`src/rtl/rr_arbiter_4_if.sv`:
```
// Request/grant bundle for the four-way round-robin arbiter.
// master = requester side, slave = arbiter side.
interface rr_arbiter_4_if;
   logic [3:0] req;
   logic       done;
   logic [3:0] gnt;
   logic [1:0] gnt_idx;
   logic       busy;
   logic       timeout;

   modport master (
      output req,
      output done,
      input  gnt,
      input  gnt_idx,
      input  busy,
      input  timeout
   );

   modport slave (
      input  req,
      input  done,
      output gnt,
      output gnt_idx,
      output busy,
      output timeout
   );
endinterface

```
`src/rtl/rr_arbiter_4.sv`:
```
// Four-requester round-robin arbiter with a bounded grant tenure.
// IDLE arbitrates, GRANT holds the owner, RELEASE inserts one dead cycle.
module rr_arbiter_4 #(
   parameter int MAX_HOLD = 15,
   parameter int HOLD_W   = 4
) (
   input  logic           clk,
   input  logic           rst,
   rr_arbiter_4_if.slave  bus
);

   typedef enum logic [1:0] {
      IDLE    = 2'd0,
      GRANT   = 2'd1,
      RELEASE = 2'd2
   } state_t;

   state_t            state_reg;
   logic [HOLD_W-1:0] hold_cnt_reg;
   logic [3:0]        gnt_reg;
   logic [1:0]        gnt_idx_reg;
   logic              busy_reg;
   logic              timeout_reg;

   logic [1:0]        winner;
   logic [3:0]        winner_onehot;
   logic              owner_req;
   logic              expire;
   logic              release_now;

   // gnt_idx_reg doubles as the round-robin pointer: it keeps the last owner
   // after release, so the search starts just past it.
   always_comb begin
      logic [1:0] idx;
      logic       found;
      winner = gnt_idx_reg;
      idx    = gnt_idx_reg;
      found  = 1'b0;
      for (int k = 1; k <= 4; k++) begin
         idx = gnt_idx_reg + 2'(k);
         if (!found && bus.req[idx]) begin
            winner = idx;
            found  = 1'b1;
         end
      end
   end

   genvar gi;
   generate
      for (gi = 0; gi < 4; gi++) begin : g_dec
         assign winner_onehot[gi] = (winner == 2'(gi));
      end
   endgenerate

   assign owner_req   = bus.req[gnt_idx_reg];
   assign expire      = (hold_cnt_reg == HOLD_W'(MAX_HOLD - 1));
   assign release_now = bus.done || !owner_req || expire;

   always_ff @(posedge clk or posedge rst) begin
      if (rst) begin
         state_reg    <= IDLE;
         hold_cnt_reg <= '0;
         gnt_reg      <= 4'b0000;
         gnt_idx_reg  <= 2'd3;
         busy_reg     <= 1'b0;
         timeout_reg  <= 1'b0;
      end else begin
         timeout_reg <= 1'b0;
         case (state_reg)
            IDLE: begin
               if (|bus.req) begin
                  state_reg    <= GRANT;
                  gnt_idx_reg  <= winner;
                  gnt_reg      <= winner_onehot;
                  busy_reg     <= 1'b1;
                  hold_cnt_reg <= '0;
               end
            end
            GRANT: begin
               if (release_now) begin
                  state_reg   <= RELEASE;
                  gnt_reg     <= 4'b0000;
                  busy_reg    <= 1'b0;
                  // Flag expiry only when it alone ended the tenure.
                  timeout_reg <= expire && !bus.done && owner_req;
               end else begin
                  hold_cnt_reg <= hold_cnt_reg + 1'b1;
               end
            end
            RELEASE: state_reg <= IDLE;
            default: state_reg <= IDLE;
         endcase
      end
   end

   assign bus.gnt     = gnt_reg;
   assign bus.gnt_idx = gnt_idx_reg;
   assign bus.busy    = busy_reg;
   assign bus.timeout = timeout_reg;

endmodule

```
`src/flat_wrapper.sv`:
```
// flat-port wrapper written by rule: the top's interface ports become plain ports
module rr_arbiter_4_flat 
#(
   parameter int MAX_HOLD = 15,
   parameter int HOLD_W   = 4
)
  (clk, rst, bus_req, bus_done, bus_gnt, bus_gnt_idx, bus_busy, bus_timeout);
  rr_arbiter_4_if bus_i ();
  input  logic clk;
  input  logic rst;
  input wire logic [$bits(bus_i.req)-1:0] bus_req;
  input wire logic [$bits(bus_i.done)-1:0] bus_done;
  output wire logic [$bits(bus_i.gnt)-1:0] bus_gnt;
  output wire logic [$bits(bus_i.gnt_idx)-1:0] bus_gnt_idx;
  output wire logic [$bits(bus_i.busy)-1:0] bus_busy;
  output wire logic [$bits(bus_i.timeout)-1:0] bus_timeout;
  assign bus_i.req = bus_req;
  assign bus_i.done = bus_done;
  assign bus_gnt = bus_i.gnt;
  assign bus_gnt_idx = bus_i.gnt_idx;
  assign bus_busy = bus_i.busy;
  assign bus_timeout = bus_i.timeout;
  rr_arbiter_4 #(.MAX_HOLD(MAX_HOLD), .HOLD_W(HOLD_W)) u_core (.clk(clk), .rst(rst), .bus(bus_i));
endmodule
```
`config.mk`:
```
export PLATFORM = sky130hd
export DESIGN_NAME = rr_arbiter_4_flat
export DESIGN_NICKNAME = d
export VERILOG_FILES = /design/src/rtl/rr_arbiter_4_if.sv /design/src/rtl/rr_arbiter_4.sv /design/src/flat_wrapper.sv
export SDC_FILE = /design/constraint.sdc
export NUM_CORES = 1
export LEC_CHECK = 0
export CAP_MARGIN = 20
export CORE_AREA = 2 2 54 56
export CTS_CLUSTER_SIZE = 10
export DETAILED_ROUTE_END_ITERATION = 7
export DIE_AREA = 0 0 56 58
export GPL_TIMING_DRIVEN = 1
export HOLD_SLACK_MARGIN = 0.03
export PLACE_DENSITY = 0.47
export SYNTH_ARGS = -nofsm -noshare
export SYNTH_HDL_FRONTEND = slang
export SYNTH_SLANG_ARGS = --single-unit
```
`constraint.sdc`:
```
create_clock -name clk -period 3.74 [get_ports clk]
set_input_delay 0.748 -clock clk [delete_from_list [all_inputs] [get_ports clk]]
set_output_delay 0.748 -clock clk [all_outputs]
set_load 0.02 [all_outputs]
```
==> flow_summary.rst, run 1 <==
.. list-table::
   :header-rows: 1

   * - Metric
     - Value
   * - CP top delay family
     - flip-flops
   * - Die footprint
     - 3250 sq um
   * - Data arrival time at the worst-slack endpoint
     - ~1.6 ns
   * - HPWL after DPL
     - 1060 um
   * - Maximum level of the CTS H-tree
     - 1
   * - WL/cell
     - 11.9 um
   * - Root buffer cell
     - sky130_fd_sc_hd__clkbuf_4
   * - Max FO, Critical Path
     - 10
   * - Clock sink count
     - 14
   * - Effective utilization at floorplan
     - around 29%
   * - Count of input and output buffers
     - 14
   * - Global route total overflow
     - 0
   * - # hold bufs at CTS
     - 0
   * - CORE AREA
     - 2660 sq um
   * - Post-synthesis cell area
     - 768 sq um
   * - Number of register bits inferred by synthesis
     - 14
   * - Number of distinct library cell variants in the gate-level netlist after synthesis
     - 28
   * - Class of the tightest hold or removal check
     - reg -> reg
   * - Startpoint type of the worst setup path
     - register
   * - Required time of the critical path
     - 2.99 ns
   * - WS Path Type
     - reg -> out
   * - Yosys Warn Count
     - 0
   * - Final count of negative-setup-slack endpoints
     - 0
   * - Aggregate global-route resource usage
     - 9.62%
   * - Area occupied by multi-input gates
     - 374 sq um
   * - Number of placed instances, taps included
     - about 120
   * - Clock latency of the later-clocked register in the worst-skew pair
     - 0.28 ns
   * - Peak VDD IR
     - 0.410 mV
   * - Antenna violation net count after detailed routing
     - 0
   * - DR vias
     - roughly 600
   * - Vertical die dimension
     - 58 um
   * - Instance count of the mapped netlist
     - between 70 and 80
   * - Storage element area
     - 353 sq um
   * - Share of flip-flops with an asynchronous set or reset after synthesis
     - 100%
   * - Vias in the first global route
     - around 540
   * - Number of antenna repair diodes
     - 0
   * - Post-route clock skew
     - 0.00411 ns
   * - CTS tree
     - yes
   * - Max Root-Sink Buffers
     - 2
   * - Final total negative setup slack
     - 0 ns
   * - Pin slew with the least headroom to its limit
     - 0.560 ns
   * - Largest net degree at the start of global routing
     - 15
   * - Number of max-capacitance violations reported
     - 0
   * - Final-layout fill cell count
     - around 290
   * - Syn_nets
     - 84
   * - Endpoint type of the worst setup path
     - output pin
   * - Overall die width
     - 56 um
   * - Slew HR
     - 62.3%
   * - LEAKAGE
     - 0.441 nW
   * - # DRC
     - 0
   * - Wire length of the first global-routing pass
     - 2440 um
   * - Maximum single-stage delay on the critical path
     - 0.65 ns
   * - Primary FF master, synth
     - sky130_fd_sc_hd__dfrtp_1
   * - I/O pin count
     - 15
   * - Post-Route WL
     - approximately 1400 um
   * - Power per standard cell area
     - 693 nW/um^2
   * - Per-instance average area after synthesis
     - 10.2 sq um
   * - Final GP Congestion
     - around 0.68
   * - Minimum clock period after layout
     - 2.32 ns
   * - RSZ-0062 raised after global routing
     - no
   * - Post-route fraction of the period consumed by the critical path
     - 61.9%
   * - Outcome
     - completed
   * - First-iteration detailed-routing DRC count
     - 25
   * - Layout Area Growth over Synthesis
     - 25.1%
   * - Final hold slack
     - 0.482 ns
   * - Number of buffers and inverters on the critical path
     - 1
   * - Share of layout cells above drive strength 1
     - 15.4%
   * - Max Freq
     - 432 MHz
   * - Number of slew-limit violations in the final report
     - 0
   * - TritonCTS buffer count
     - 3
   * - Pre-Repair DR Iteration Count
     - 4
   * - Number of nets in the layout
     - 101
   * - Slowest stage cell on the critical path
     - sky130_fd_sc_hd__dfstp_2
   * - Cells along the critical path
     - clkdlybuf4s50_1
   * - Number of synthesized flops with an enable pin
     - 0
   * - Site row count
     - 19
   * - Number of setup buffers added after CTS
     - 0
   * - Sequential cell area fraction in the yosys report
     - between 40% and 50%
   * - Number of failing hold endpoints at the final stage
     - 0
   * - Resized cells post-CTS
     - 0
   * - CTS clk-pin slew, worst paths
     - 0.09 ns
   * - Initial antenna violation count
     - 0
   * - Mean number of vias per cell
     - between 4 and 5
   * - Count of non-filler cells in the finished layout
     - 122
Yosys cell counts, drive strengths merged (2+ instances only):
cell type / n / area, sq um
o2bb2ai: 2 / 17.5
ha: 2 / 25.0
nand3: 2 / 10.0
dfstp: 2 / 52.6
a21oi: 3 / 15.0
inv: 5 / 18.8
nand2: 10 / 37.5
mux2i: 6 / 63.8
buf: 2 / 22.5
nand4: 2 / 12.5
nor2b: 2 / 12.5
a32o: 2 / 20.0
dfrtp: 12 / 300
nor2: 7 / 26.3
nand2b: 4 / 25.0
metrics by stage:
| step | setup WS [ns] | utilization (%) | total power, mW | cell area [sq um] |
|---|---|---|---|---|
| floorplan | 1.85 | - | 0.481 | 768 |
| global placement | 1.36 | 34.7 | 0.566 | 925 |
| detailed placement | 1.37 | 34.7 | 0.565 | 925 |
| CTS | 1.41 | 36.1 | 0.677 | 961 |
| global route | 1.35 | 36.1 | 0.720 | 961 |
| finish | 1.42 | 36.1 | 0.666 | 961 |
layout make-up:
type	instances	share of cell area, %
Multi-Input combinational cell	54	38.9
Inverter	5	1.95
Clock buffer	4	3.78
Sequential cell	14	36.7
Tap cell	31	4.04
Timing Repair Buffer	14	14.6
worst paths after layout:
path                       depth (start not counted)  slack [ns]                    from                endpoint
max in group asynchronous                          2        2.57                     rst   u_core.bus.gnt_idx[0]
hold reg to reg                                    1        0.48  u_core.hold_cnt_reg[3]  u_core.hold_cnt_reg[3]
setup / recovery                                   1        1.42   u_core.bus.gnt_idx[1]          bus_gnt_idx[1]
min in group asynchronous                          2        0.81                     rst         u_core.bus.busy
hold / removal                                     1        0.48  u_core.hold_cnt_reg[3]  u_core.hold_cnt_reg[3]
setup reg to reg                                   4        1.93   u_core.bus.gnt_idx[1]       u_core.bus.gnt[0]
layout by cell type, fill, tap and decap left out, types with 2 or more instances in the layout:
cell,count
sky130_fd_sc_hd__o2bb2ai_1,2
sky130_fd_sc_hd__clkbuf_4,3
sky130_fd_sc_hd__nor2b_1,2
sky130_fd_sc_hd__dfrtp_1,12
sky130_fd_sc_hd__nand2_1,10
sky130_fd_sc_hd__a21oi_1,3
sky130_fd_sc_hd__mux2i_1,5
sky130_fd_sc_hd__a32o_1,2
sky130_fd_sc_hd__dfstp_2,2
sky130_fd_sc_hd__ha_1,2
sky130_fd_sc_hd__nand4_1,2
sky130_fd_sc_hd__nand3_1,2
sky130_fd_sc_hd__nor2_1,7
sky130_fd_sc_hd__clkdlybuf4s50_1,14
sky130_fd_sc_hd__nand2b_1,4
sky130_fd_sc_hd__inv_1,5
layer usage:
metal	up-vias	global-route usage [%]	share of wire (%)
li1	296	-	-
met5	-	0	0
met4	0	5.10	1.7
met2	17	14.5	44
met3	4	2.01	3.7
met1	276	13.1	50
where the power goes:
group          switching, mW  total, mW  leakage [nW]  internal, mW
Combinational          0.163      0.306         0.239         0.143
Sequential            0.0488      0.253         0.180         0.204
Clock                 0.0481      0.107        0.0210        0.0592
logic make-up after synthesis:
kind of cell	count (synthesis)	share of synthesized area (%)
buffers and inverters	7	5.37
multiplexers	6	8.31
flip-flops	14	45.9
adder cells (fa/ha/maj)	2	3.26
AO/OA/AOI/OAI	12	13.5
AND/OR/NAND/NOR	34	23.6
worst reg2reg max path, delay by kind of cell (launching register included):
| kind | cells | cell delay, ns |
|---|---|---|
| flip-flops | 1 | 0.65 |
| multiplexers | 1 | 0.27 |
| AO/OA/AOI/OAI | 3 | 0.78 |
Note: power is estimated with default switching activity, not from simulation.
==> run 2, diff against run 1 <==
==> constraint.sdc (replaced) <==
create_clock -name clk -period 2.37 [get_ports clk]
set_input_delay 0.474 -clock clk [delete_from_list [all_inputs] [get_ports clk]]
set_output_delay 0.474 -clock clk [all_outputs]
set_load 0.02 [all_outputs]
==> flow_summary.rst, run 2 (synthesis gave the netlist of run 1 again) <==
.. list-table::
   :header-rows: 1

   * - Metric
     - Value
   * - LEAKAGE
     - approximately 0.43 nW
   * - Post-route fraction of the period consumed by the critical path
     - a little under nine tenths
   * - Cells along the critical path
     - clkdlybuf4s50_1
   * - Critical path depth
     - 1
   * - P_int
     - 613 uW
   * - Commonest cells after routing, fill and taps aside
     - 14 x sky130_fd_sc_hd__clkdlybuf4s50_1, 12 x sky130_fd_sc_hd__dfrtp_1, 10 x sky130_fd_sc_hd__nand2_1
   * - Startpoint type of the worst setup path
     - register
   * - Final count of negative-setup-slack endpoints
     - 0
   * - Clock latency of the later-clocked register in the worst-skew pair
     - approximately 0.27 ns
   * - Site row count
     - 19
   * - Max Freq
     - a little under 500 MHz
   * - Outcome
     - completed
   * - Antenna violation net count after detailed routing
     - 0
   * - DR vias
     - slightly below 600
   * - Effective utilization at floorplan
     - 28.9%
   * - Global route total overflow
     - 0
   * - Aggregate global-route resource usage
     - 9.19%
   * - Number of slew-limit violations in the final report
     - 0
   * - Number of buffers and inverters on the critical path
     - 1
   * - Minimum clock period after layout
     - 2.03 ns
   * - Layout Area Growth over Synthesis
     - 23.8%
   * - CTS clk-pin slew, worst paths
     - 0.09 ns
   * - Peak VDD IR
     - 0.708 mV
   * - Vias in the first global route
     - 512
   * - Die footprint
     - 3250 sq um
   * - Count of input and output buffers
     - 14
   * - WS Path Type
     - reg -> out
   * - CTS tree
     - yes
   * - Initial antenna violation count
     - 0
   * - Number of failing hold endpoints at the final stage
     - 0
   * - Number of antenna repair diodes
     - 0
   * - Share of layout cells above drive strength 1
     - 14.3%
   * - Slew HR
     - 62.0%
   * - Net switching power figure
     - 411 uW
   * - Required time of the critical path
     - approximately 1.9 ns
   * - Final total negative setup slack
     - 0 ns
   * - Number of placed instances, taps included
     - 118
   * - First-iteration detailed-routing DRC count
     - 6
   * - Pin slew with the least headroom to its limit
     - 0.565 ns
   * - Power per standard cell area
     - 1080 nW/um^2
   * - Sum of internal, switching and leakage power
     - 1.02 mW
   * - Metal-1 WL
     - slightly below 800 um
   * - Number of max-capacitance violations reported
     - 0
   * - Hold Path Cell Cnt
     - 1
   * - Resized cells post-CTS
     - 0
   * - Proportion of power drawn by flip-flops and latches
     - 38.8%
   * - Clock power frac
     - around 14%
   * - Comb pwr share
     - between 40% and 50%
   * - # hold bufs at CTS
     - 0
   * - Vertical die dimension
     - 58 um
   * - CP top delay family
     - flip-flops
   * - Met3 wire length
     - approximately 39 um
   * - Count of non-filler cells in the finished layout
     - 122
   * - Class of the tightest hold or removal check
     - reg -> reg
   * - Mean number of vias per cell
     - 4.73
   * - Max Root-Sink Buffers
     - 2
   * - Number of setup buffers added after CTS
     - 0
   * - # DRC
     - 0
   * - Placed standard-cell area
     - approximately 900 sq um
   * - Number of nets in the layout
     - 101
   * - Fin util
     - 35.7%
   * - Top layer in use
     - met4
   * - WL/cell
     - 11.8 um
   * - Fraction of power spent switching nets
     - about two fifths
   * - Post-route clock skew
     - 0.00527 ns
   * - I/O pin count
     - 15
   * - Cell area after layout
     - 951 sq um
   * - Slowest stage cell on the critical path
     - sky130_fd_sc_hd__dfstp_2
   * - Maximum single-stage delay on the critical path
     - 0.65 ns
   * - Clock sink count
     - 14
   * - Max FO, Critical Path
     - 10
   * - HPWL after DPL
     - between 1000 and 1500 um
   * - Routed length on met2
     - 611 um
   * - Most common cell after layout, fill and taps aside
     - sky130_fd_sc_hd__clkdlybuf4s50_1
   * - Post-Route WL
     - 1440 um
   * - RSZ-0062 raised after global routing
     - no
   * - TritonCTS buffer count
     - 3
   * - Largest net degree at the start of global routing
     - 15
   * - Endpoint type of the worst setup path
     - output pin
   * - Maximum level of the CTS H-tree
     - 1
   * - Wire length of the first global-routing pass
     - 2410 um
   * - Pre-Repair DR Iteration Count
     - 3
   * - Root buffer cell
     - sky130_fd_sc_hd__clkbuf_4
   * - Register-to-Register Path Depth
     - 4
   * - Final GP Congestion
     - 0.677
   * - CORE AREA
     - 2660 sq um
   * - Data arrival time at the worst-slack endpoint
     - 1.56 ns
   * - Overall die width
     - between 50 and 60 um
## run 2: cell types whose count changed in the layout (fill, tap and decap cells not counted)
cell	change
sky130_fd_sc_hd__clkbuf_1	+1
sky130_fd_sc_hd__clkbuf_8	-1
## run 2: per-layer routing
layer  vias up  GRT usage (%)
met4         0           4.08
met3         2           1.56
met2         8           13.1
met5         -              0
li1        297              -
met1       270           13.6
## run 2: worst reg2reg max path, stage by stage, from the launching register on
cell	delay (ns)
sky130_fd_sc_hd__dfstp_2	0.65
sky130_fd_sc_hd__mux2i_2	0.28
sky130_fd_sc_hd__o22ai_2	0.17
sky130_fd_sc_hd__a311o_1	0.40
sky130_fd_sc_hd__a32o_1	0.22
## run 2: worst paths after layout
kind	startpoint	endpoint	slack (ns)
worst max-delay path	u_core.bus.gnt_idx[1]	bus_gnt_idx[1]	0.34
worst min-delay path	u_core.hold_cnt_reg[3]	u_core.hold_cnt_reg[3]	0.49
worst max register to register	u_core.bus.gnt_idx[1]	u_core.bus.gnt[0]	0.55
worst min register to register	u_core.hold_cnt_reg[3]	u_core.hold_cnt_reg[3]	0.49
max in group asynchronous	rst	u_core.bus.gnt_idx[1]	1.47
min in group asynchronous	rst	u_core.hold_cnt_reg[0]	0.53
## run 2: power groups by stage
stage	combinational (mW)	clock, mW	sequential [mW]
floorplan	0.332	0	0.428
global placement	0.490	0	0.403
detailed placement	0.488	0	0.403
CTS	0.491	0.149	0.399
global route	0.535	0.153	0.412
finish	0.485	0.141	0.398
## run 2: final cells by class
class / instances / area [sq um]
clock buffers: 4 / 26.3
fillers: 289 / 1710
inverters: 5 / 18.8
multi-input cells: 54 / 374
flip-flops and latches: 14 / 353
well taps: 31 / 38.8
repair buffers: 14 / 140
## run 2: stage by stage
stage	setup slack [ns]	hold slack, ns
2_1_floorplan	0.591	0.362
3_3_place_gp	0.268	0.473
3_5_place_dp	0.270	0.476
4_1_cts	0.325	0.489
5_1_grt	0.279	0.501
6_report	0.337	0.491
==> run 3, diff against run 2 <==
--- a/config.mk
+++ b/config.mk
@@ -12,6 +12,7 @@
 export DIE_AREA = 0 0 56 58
 export GPL_TIMING_DRIVEN = 1
 export HOLD_SLACK_MARGIN = 0.03
+export MAX_ROUTING_LAYER = met4
 export PLACE_DENSITY = 0.47
 export SYNTH_ARGS = -nofsm -noshare
 export SYNTH_HDL_FRONTEND = slang
==> flow_summary.rst, run 3 (synthesis gave the netlist of run 1 again) <==
.. list-table::
   :header-rows: 1

   * - Metric
     - Value
   * - Outcome
     - completed
   * - Power per standard cell area
     - 1080 nW/um^2
   * - Number of buffers and inverters on the critical path
     - 1
   * - Initial antenna violation count
     - 0
   * - Post-route fraction of the period consumed by the critical path
     - 85.8%
   * - LEAKAGE
     - 0.435 nW
   * - I/O pin count
     - 15
   * - Worst reg-to-reg setup slack
     - 0.55 ns
   * - Post-Place Worst Slack
     - between 0.2 and 0.3 ns
   * - Clock latency of the later-clocked register in the worst-skew pair
     - 0.27 ns
   * - Cell area after layout
     - 951 sq um
   * - Site row count
     - 19
   * - Vertical die dimension
     - slightly below 60 um
   * - Number of setup buffers added after CTS
     - 0
   * - Fin worst setup slack
     - about 0.34 ns
   * - Critical path depth
     - 1
   * - Final total negative setup slack
     - 0 ns
   * - Sum of internal, switching and leakage power
     - slightly above 1 mW
   * - Resized cells post-CTS
     - 0
   * - Count of input and output buffers
     - 14
   * - Post-Route WL
     - 1440 um
   * - Clock sink count
     - 14
   * - Maximum single-stage delay on the critical path
     - 0.65 ns
   * - WS Path Type
     - reg -> out
   * - Vias in the first global route
     - 512
   * - Slew HR
     - 62.0%
   * - Most common cell after layout, fill and taps aside
     - sky130_fd_sc_hd__clkdlybuf4s50_1
   * - Number of failing hold endpoints at the final stage
     - 0
   * - Required time of the critical path
     - 1.90 ns
   * - Startpoint type of the worst setup path
     - register
   * - Layout Area Growth over Synthesis
     - 23.8%
   * - Effective utilization at floorplan
     - 28.9%
   * - Met3 global-route usage
     - 1.56%
   * - TritonCTS buffer count
     - 3
   * - WL/cell
     - 11.8 um
   * - DR vias
     - 577
   * - Number of max-capacitance violations reported
     - 0
   * - Share of layout cells above drive strength 1
     - approximately 14%
   * - # DRC
     - 0
   * - Pin slew with the least headroom to its limit
     - 0.565 ns
   * - Max FO, Critical Path
     - 10
   * - HPWL after DPL
     - 1060 um
   * - Max Root-Sink Buffers
     - 2
   * - Number of slew-limit violations in the final report
     - 0
   * - Antenna violation net count after detailed routing
     - 0
   * - Aggregate global-route resource usage
     - a little under a tenth
   * - Root buffer cell
     - sky130_fd_sc_hd__clkbuf_4
   * - CP top delay family
     - flip-flops
   * - Max Freq
     - 492 MHz
   * - Maximum level of the CTS H-tree
     - 1
   * - Final-layout fill cell count
     - approximately 290
   * - Largest net degree at the start of global routing
     - 15
   * - Global route total overflow
     - 0
   * - # hold bufs at CTS
     - 0
   * - Commonest cells after routing, fill and taps aside
     - 14 x sky130_fd_sc_hd__clkdlybuf4s50_1, 12 x sky130_fd_sc_hd__dfrtp_1, 10 x sky130_fd_sc_hd__nand2_1
   * - Class of the tightest hold or removal check
     - reg -> reg
   * - Number of nets in the layout
     - 101
   * - Register-to-Register Path Depth
     - 4
   * - Slowest stage cell on the critical path
     - sky130_fd_sc_hd__dfstp_2
   * - Final count of negative-setup-slack endpoints
     - 0
   * - RSZ-0062 raised after global routing
     - no
   * - First-iteration detailed-routing DRC count
     - 6
   * - Capturing point of the worst reg2reg path
     - u_core.bus.gnt[0]
   * - Peak VDD IR
     - just over 0.7 mV
   * - CTS clk-pin slew, worst paths
     - 0.09 ns
   * - Critical Path Start
     - u_core.bus.gnt_idx[1]
   * - Endpoint type of the worst setup path
     - output pin
   * - Die footprint
     - about 3200 sq um
   * - Wire length of the first global-routing pass
     - 2420 um
   * - Cells along the critical path
     - clkdlybuf4s50_1
   * - Met2 track demand over resource in global routing
     - 13.1%
   * - Busiest metal layer after global routing
     - met1
   * - Startpoint of the most critical register-to-register path
     - u_core.bus.gnt_idx[1]
   * - Mean number of vias per cell
     - 4.73
   * - Data arrival time at the worst-slack endpoint
     - 1.56 ns
   * - CTS tree
     - yes
   * - CORE AREA
     - 2660 sq um
   * - Capture point of the worst path
     - bus_gnt_idx[1]
   * - Number of antenna repair diodes
     - 0
   * - Final GP Congestion
     - 0.684
   * - Met1 track demand over resource
     - 13.6%
   * - Minimum clock period after layout
     - 2.03 ns
   * - Placed standard-cell area
     - 925 sq um
   * - Pre-Repair DR Iteration Count
     - 3
   * - Post-route clock skew
     - around 0.0052 ns
   * - Overall die width
     - 56 um
-- run 3: final cells by class --
cell class / instances / area (sq um) / share of cell area [%]
clock buffers: 4 / 26.3 / 2.76
inverters: 5 / 18.8 / 1.97
multi-input cells: 54 / 374 / 39.3
flip-flops and latches: 14 / 353 / 37.1
well taps: 31 / 38.8 / 4.08
repair buffers: 14 / 140 / 14.7
-- run 3: layer usage --
layer	up-vias	routed length (um)	share of wire, %
met5	-	0	0
met4	0	16	1.1
met3	2	39	2.7
met2	8	611	42
met1	270	772	54
li1	297	-	-
-- run 3: worst min-delay path by stage --
stage                                      start                endpoint  slack, ns  depth (start not counted)
after floorplan                              rst         u_core.bus.busy       0.36                          1
after global placement    u_core.hold_cnt_reg[3]  u_core.hold_cnt_reg[3]       0.47                          1
after detailed placement  u_core.hold_cnt_reg[3]  u_core.hold_cnt_reg[3]       0.48                          1
after CTS                 u_core.hold_cnt_reg[3]  u_core.hold_cnt_reg[3]       0.49                          1
after global routing      u_core.hold_cnt_reg[3]  u_core.hold_cnt_reg[3]       0.50                          1
final                     u_core.hold_cnt_reg[3]  u_core.hold_cnt_reg[3]       0.49                          1
-- run 3: stage by stage --
step | hold WS, ns | std cells | util [%]
floorplan | 0.362 | 75 | -
global placement | 0.473 | 118 | 34.7
detailed placement | 0.476 | 118 | 34.7
CTS | 0.489 | 122 | 35.7
global route | 0.501 | 122 | 35.7
finish | 0.491 | 122 | 35.7
-- run 3: where the power goes --
part           switching [mW]  internal [mW]
Clock                  0.0759         0.0651
Combinational           0.260          0.226
Sequential             0.0758          0.322
